==> src/rtl/seq_pattern_detector.sv <==
// rtl/seq_pattern_detector.sv - sliding-window symbol pattern detector with match pulse, toggle and counter
// Optional saturating match counter is built only when SEQ_DET_COUNT_EN is defined.
module seq_pattern_detector #(
  parameter int W                     = 2,
  parameter int LEN                   = 4,
  parameter int CW                    = 8,
  parameter int OVERLAP               = 1,
  parameter logic [W*LEN-1:0] PAT_INIT = '0
) (
  input  logic              clock,
  input  logic              reset,
  input  logic              sym_vld,
  input  logic [W-1:0]      sym,
  input  logic              pat_load,
  input  logic [W*LEN-1:0]  pat_data,
  output logic              y,
  output logic              z,
  output logic              t,
  output logic [CW-1:0]     match_cnt
);

  localparam int FW = $clog2(LEN + 1);
  localparam logic [FW-1:0] FULL = FW'(LEN);

  logic [W*LEN-1:0] pat;
  logic [W*LEN-1:0] hist;
  logic [W*LEN-1:0] hist_nx;
  logic [FW-1:0]    fill;
  logic [FW-1:0]    fill_inc;
  logic [FW-1:0]    fill_nx;
  logic             hit;

  always_comb begin
    hist_nx  = {hist[W*(LEN-1)-1:0], sym};
    fill_inc = (fill == FULL) ? fill : fill + 1'b1;
    hit      = 1'b0;
    fill_nx  = fill;
    if (pat_load) begin
      fill_nx = '0;
    end else if (sym_vld) begin
      hit     = (fill_inc == FULL) && (hist_nx == pat);
      // Non-overlapping mode restarts the window after each match.
      fill_nx = (hit && (OVERLAP == 0)) ? '0 : fill_inc;
    end
  end

  always_ff @(posedge clock) begin
    if (!reset) begin
      pat  <= PAT_INIT;
      hist <= '0;
      fill <= '0;
      y    <= 1'b0;
      z    <= 1'b0;
      t    <= 1'b0;
    end else begin
      if (pat_load) begin
        pat <= pat_data;
      end else if (sym_vld) begin
        hist <= hist_nx;
      end
      fill <= fill_nx;
      z    <= (fill_nx == FULL);
      y    <= hit;
      if (hit) begin
        t <= ~t;
      end
    end
  end

`ifdef SEQ_DET_COUNT_EN
  logic [CW-1:0] cnt;

  always_ff @(posedge clock) begin
    if (!reset) begin
      cnt <= '0;
    end else if (hit && (cnt != {CW{1'b1}})) begin
      cnt <= cnt + 1'b1;
    end
  end

  assign match_cnt = cnt;
`else
  assign match_cnt = '0;
`endif

endmodule

==> config.mk <==
export PLATFORM = sky130hd
export DESIGN_NAME = seq_pattern_detector
export DESIGN_NICKNAME = d
export VERILOG_FILES = /design/src/rtl/seq_pattern_detector.sv
export SDC_FILE = /design/constraint.sdc
export NUM_CORES = 1
export LEC_CHECK = 0
export CELL_PAD_IN_SITES_DETAIL_PLACEMENT = 1
export CELL_PAD_IN_SITES_GLOBAL_PLACEMENT = 1
export CORE_ASPECT_RATIO = 1.2
export CORE_MARGIN = 5
export CORE_UTILIZATION = 36
export DETAILED_ROUTE_END_ITERATION = 8
export HOLD_SLACK_MARGIN = 0.05
export PLACE_DENSITY = 0.85
export SLEW_MARGIN = 20
export SYNTH_ARGS = -nofsm -noshare
export SYNTH_HDL_FRONTEND = slang
export SYNTH_SLANG_ARGS = --single-unit
==> constraint.sdc <==
create_clock -name clock -period 1.8 [get_ports clock]
set_clock_uncertainty 0.15 [all_clocks]
set_input_delay 0.45 -clock clock [delete_from_list [all_inputs] [get_ports clock]]
set_output_delay 0.45 -clock clock [all_outputs]
set_load 0.01 [all_outputs]
After elaboration in Yosys (flattened, before gate mapping)

Cells that the tools add are included.

Register bits: 20

Reduce and logical (&&, ||, !) cells: 2
Bitwise operators: 2
Mux-type cells: 5
Add/sub/neg operators: 1
Eq/ne operators: 4

Operator list:

| cell                  | count |
|---|---|
| $eq A3 B3 Y1 const B  | 3 |
| $mux W3               | 3 |
| $eq A8 B8 Y1          | 1 |
| $add A3 B1 Y3 const B | 1 |
| $mux W1               | 2 |
| $not A1 Y1            | 2 |
| $reduce_and A2 Y1     | 1 |
| $logic_and A1 B1 Y1   | 1 |

Logic depth before layout (Yosys ltp)

Word-level depth: 6
Gate-level depth with buffers: 6
Gate-level depth less buffers: 6

Least setup slack after synthesis

OpenSTA, ideal clock, no wires.

Kind: reg2reg
Start: reg fill[0]
End: reg t
Required time: 1.578 ns
Path buffers: 0
Library setup time: 0.072 ns
Cell stages (with the launch flop): 7
Arrival time: 1.425 ns
Slack: 0.154 ns
Cells stage by stage: dfxtp_1 -> inv_1 -> ha_1 -> nor3b_2 -> o2111ai_1 -> nor4_2 -> mux2i_1

Longest elaborated chain between the ends: 6
Elaborated cells between the ends (all ways): 7

Ends and longest elaborated chain:

| element                                              | line | RTL |
|---|---|---|
| from (decl)                                          | 28   | `logic [FW-1:0] fill;` |
| from (signal assigned)                               | 61   | `fill <= fill_nx;` |
| $add A3 B1 Y3 / $eq A3 B3 Y1 (equally long branches) | 35   | `fill_inc = (fill == FULL) ? fill : fill + 1'b1;` |
| $mux W3 *                                            | 35   |  |
| $eq A3 B3 Y1 *                                       | 41   | `hit = (fill_inc == FULL) && (hist_nx == pat);` |
| $logic_and A1 B1 Y1 *                                | 41   |  |
| $mux W1 *                                            | 40   | `end else if (sym_vld) begin` |
| $mux W1 *                                            | 38   | `if (pat_load) begin` |
| to (signal assigned)                                 | 65   | `t <= ~t;` |
| to (decl)                                            | 18   | `output logic t,` |

Mark *: on every way between the ends. The rest lies on a longest branch, timed or not.
A chain may end at the register's enable or synchronous reset.

Worst setup path in the final report

Start: reg z
End: out z

RTL lines:

| element                | line | RTL |
|---|---|---|
| from (decl)            | 17   | `output logic z,` |
| from (signal assigned) | 62   | `z <= (fill_nx == FULL);` |

No word-level cell between the ends.

==> results by group <==
CTS
  – H-tree Lvls: 1
  – Maximum buffer depth of the clock tree: 2
  – Root Driver: clkbuf_4
  – CTS tree: built
  – CTS sink count: 20
  – Clock transition at the registers of the reported paths: 0.10 ns
  – Skew-Pair Late Insertion Delay: 0.29 ns
  – TritonCTS Buffers: 3

Worst setup path
  – Critical path peak fanout: 1
  – Crit-path cells: clkdlybuf4s50_1
  – Startpoint type of the worst setup path: flip-flop
  – Slowest library cell on the worst path: clkdlybuf4s50_1
  – Worst Path Arrival: between 1 and 1.5 ns
  – CP Class: reg2out
  – Crit end category: output pin
  – Buf+Inv Stages, Crit Path: 1
  – Crit path max-delay family: buffers and inverters
  – Reg2Reg Setup Slack: approximately 0.17 ns
  – Largest stage delay, worst path: 0.52 ns
  – Data required time of the worst path: about 1.2 ns

Global route
  – Initial antenna violation count: 0
  – Overflow left after global routing: 0
  – GRT Overall Usage: between 10% and 20%
  – Largest net degree at the start of global routing: 12
  – Vias in the first global route: approximately 800
  – First-pass GRT wire length: about 3600 µm

Floorplan
  – Io pins: 25
  – Core area: about 2700 µm²
  – Die height: slightly below 70 µm
  – DIE AREA: approximately 4000 µm²
  – Rows: 21
  – Die span in x: between 50 and 60 µm
  – Initial Util: a little under two fifths

Synthesis
  – Syn Area/Cell: roughly 10 µm²
  – Synth warnings: 0
  – Yosys top cell by area: dfxtp_1
  – Largest cells by area after synthesis: dfxtp_1 (40%), mux2i_1 (16%), nor2b_1 (9.3%), xnor2_1 (8.7%), buf_4 (6.0%)
  – Post-Syn Instances: 100
  – Top cell type's share of synthesized area: between 30 and 40%
  – Register bit total from synthesis: 20
  – Syn Std Cell Area: 1010 µm²
  – Register area share after synthesis: roughly two fifths
  – Post-synthesis cell type count: 27

STA
  – Hold violation total from the final report: 0
  – Max-slew violations: 0
  – Final setup TNS: 0 ns
  – Maximum clock rate: roughly 580 MHz
  – Min Tclk post-route: between 1.5 and 2 ns
  – RSZ-0062 raised after global routing: false
  – Setup ws final: 0.0755 ns
  – Period utilization: between 90% and 100%
  – # setup viols final: 0

Cells and area
  – Filler cells: ~340
  – Final cell count without fillers: roughly 160
  – Final net count: approximately 140
  – Commonest non-fill, non-tap cells in the layout: dfxtp_1 (18), mux2i_1 (16), nor2b_1 (15), clkdlybuf4s50_1 (14), xnor2_1 (10)
  – Commonest non-fill, non-tap cell in the layout: dfxtp_1
  – # diodes: 0
  – Area added between synthesis and finish: 25.5%
  – Share of cells above drive strength 1: 15.4%
  – Final instance area: 1260 µm²

Place
  – Post-Place Setup Slack: -0.204 ns
  – I/O Buffers: 16
  – RD Place Congestion: ~0.72
  – Post-DP Area: between 1000 and 1500 µm²
  – Placed Cells: between 150 and 200
  – Detailed Place HPWL: around 1600 µm

Route
  – Via/cell ratio: roughly 4.5
  – Initial DRC Count: 13
  – Drt wl/cell: about 12 µm
  – Vias: around 700
  – Routed WL: between 1500 and 2000 µm
  – Post-route DRC: 0
  – DRT Pass-1 Iters: 2
  – Routed Antenna Nets: 0

Worst hold path
  – HP Class: reg2reg

Pwr
  – Power Total: 0.813 mW
  – Power per cell area: 644 nW/µm²
  – LEAKAGE: approximately 0.51 nW
  – VDD IR max: 0.000396 V

Flow run
  – Max cap viols: 0

Outcome
  – Status: finished clean
## final timing paths
check	start	end	cells after the start
worst max-delay path	z	z	1
worst min-delay path	t	t	2
worst max register to register	fill[1]	t	6
worst min register to register	t	t	2
## flip-flops by register name, summed over array words and instances (netlist names)
register  cells
y             1
fill          3
t             1
pat           8
hist          6
z             1
## per-stage QoR
step | hold slack [ns] | utilization (%)
2_1_floorplan | 0.336 | -
3_3_place_gp | 0.322 | 44.3
3_5_place_dp | 0.334 | 44.3
4_1_cts | 0.350 | 46.1
5_1_grt | 0.374 | 46.2
6_report | 0.338 | 46.2
## logic make-up after synthesis
kind of cell | synth area share, %
buffers and inverters | 9.20
flip-flops | 39.8
other | 0.373
multiplexers | 15.9
AND/OR/NAND/NOR | 19.7
AO/OA/AOI/OAI | 3.86
XOR/XNOR | 8.71
adder cells (fa/ha/maj) | 2.49
## metal layers
| layer | GRT usage, % | vias to the layer above | share of wire, % |
|---|---|---|---|
| li1 | - | 363 | - |
| met1 | 12.9 | 322 | 44 |
| met2 | 20.9 | 15 | 51 |
| met3 | 2.45 | 2 | 4.8 |
| met4 | 3.48 | 0 | 0.41 |
| met5 | 0 | - | 0 |
## what timing repair did
item | in CTS | in global routing
pin swaps | 1 | 1
gates resized for setup | 6 | 1
hold buffers | 0 | 0
buffers inserted | 1 | 0
setup endpoints to repair | 2 | 3
## cell usage after synthesis
cell type and instances:
a21oi_1 1, and2_1 1, buf_2 2, buf_4 8, buf_6 1, clkbuf_1 1, conb_1 1, dfxtp_1 20
ha_1 2, inv_1 2, mux2i_1 16, nand2_1 3, nand2b_1 3, nand3_1 1, nand3b_1 1, nand4_1 1
nor2_1 3, nor2b_1 15, nor3_1 1, nor3b_2 1, nor4_2 1, o2111ai_1 1, o211ai_1 1, o22a_1 1
o31a_1 1, or2b_1 1, xnor2_1 10
## layout make-up
cell class	instances	area, µm²	area share, %
clock buffer	3	22.5	1.78
multi-input combinational	73	558	44.2
timing repair buffer	25	229	18.1
tap	34	42.5	3.37
inverter	2	7.51	0.595
sequential	20	403	31.9
## power breakdown
part / total [mW] / internal [mW] / switching (mW)
registers: 0.470 / 0.458 / 0.0119
clock network: 0.203 / 0.0777 / 0.125
logic: 0.140 / 0.0824 / 0.0581
total: 0.813 / 0.618 / 0.195
Note: power is estimated with default switching activity, not from simulation.
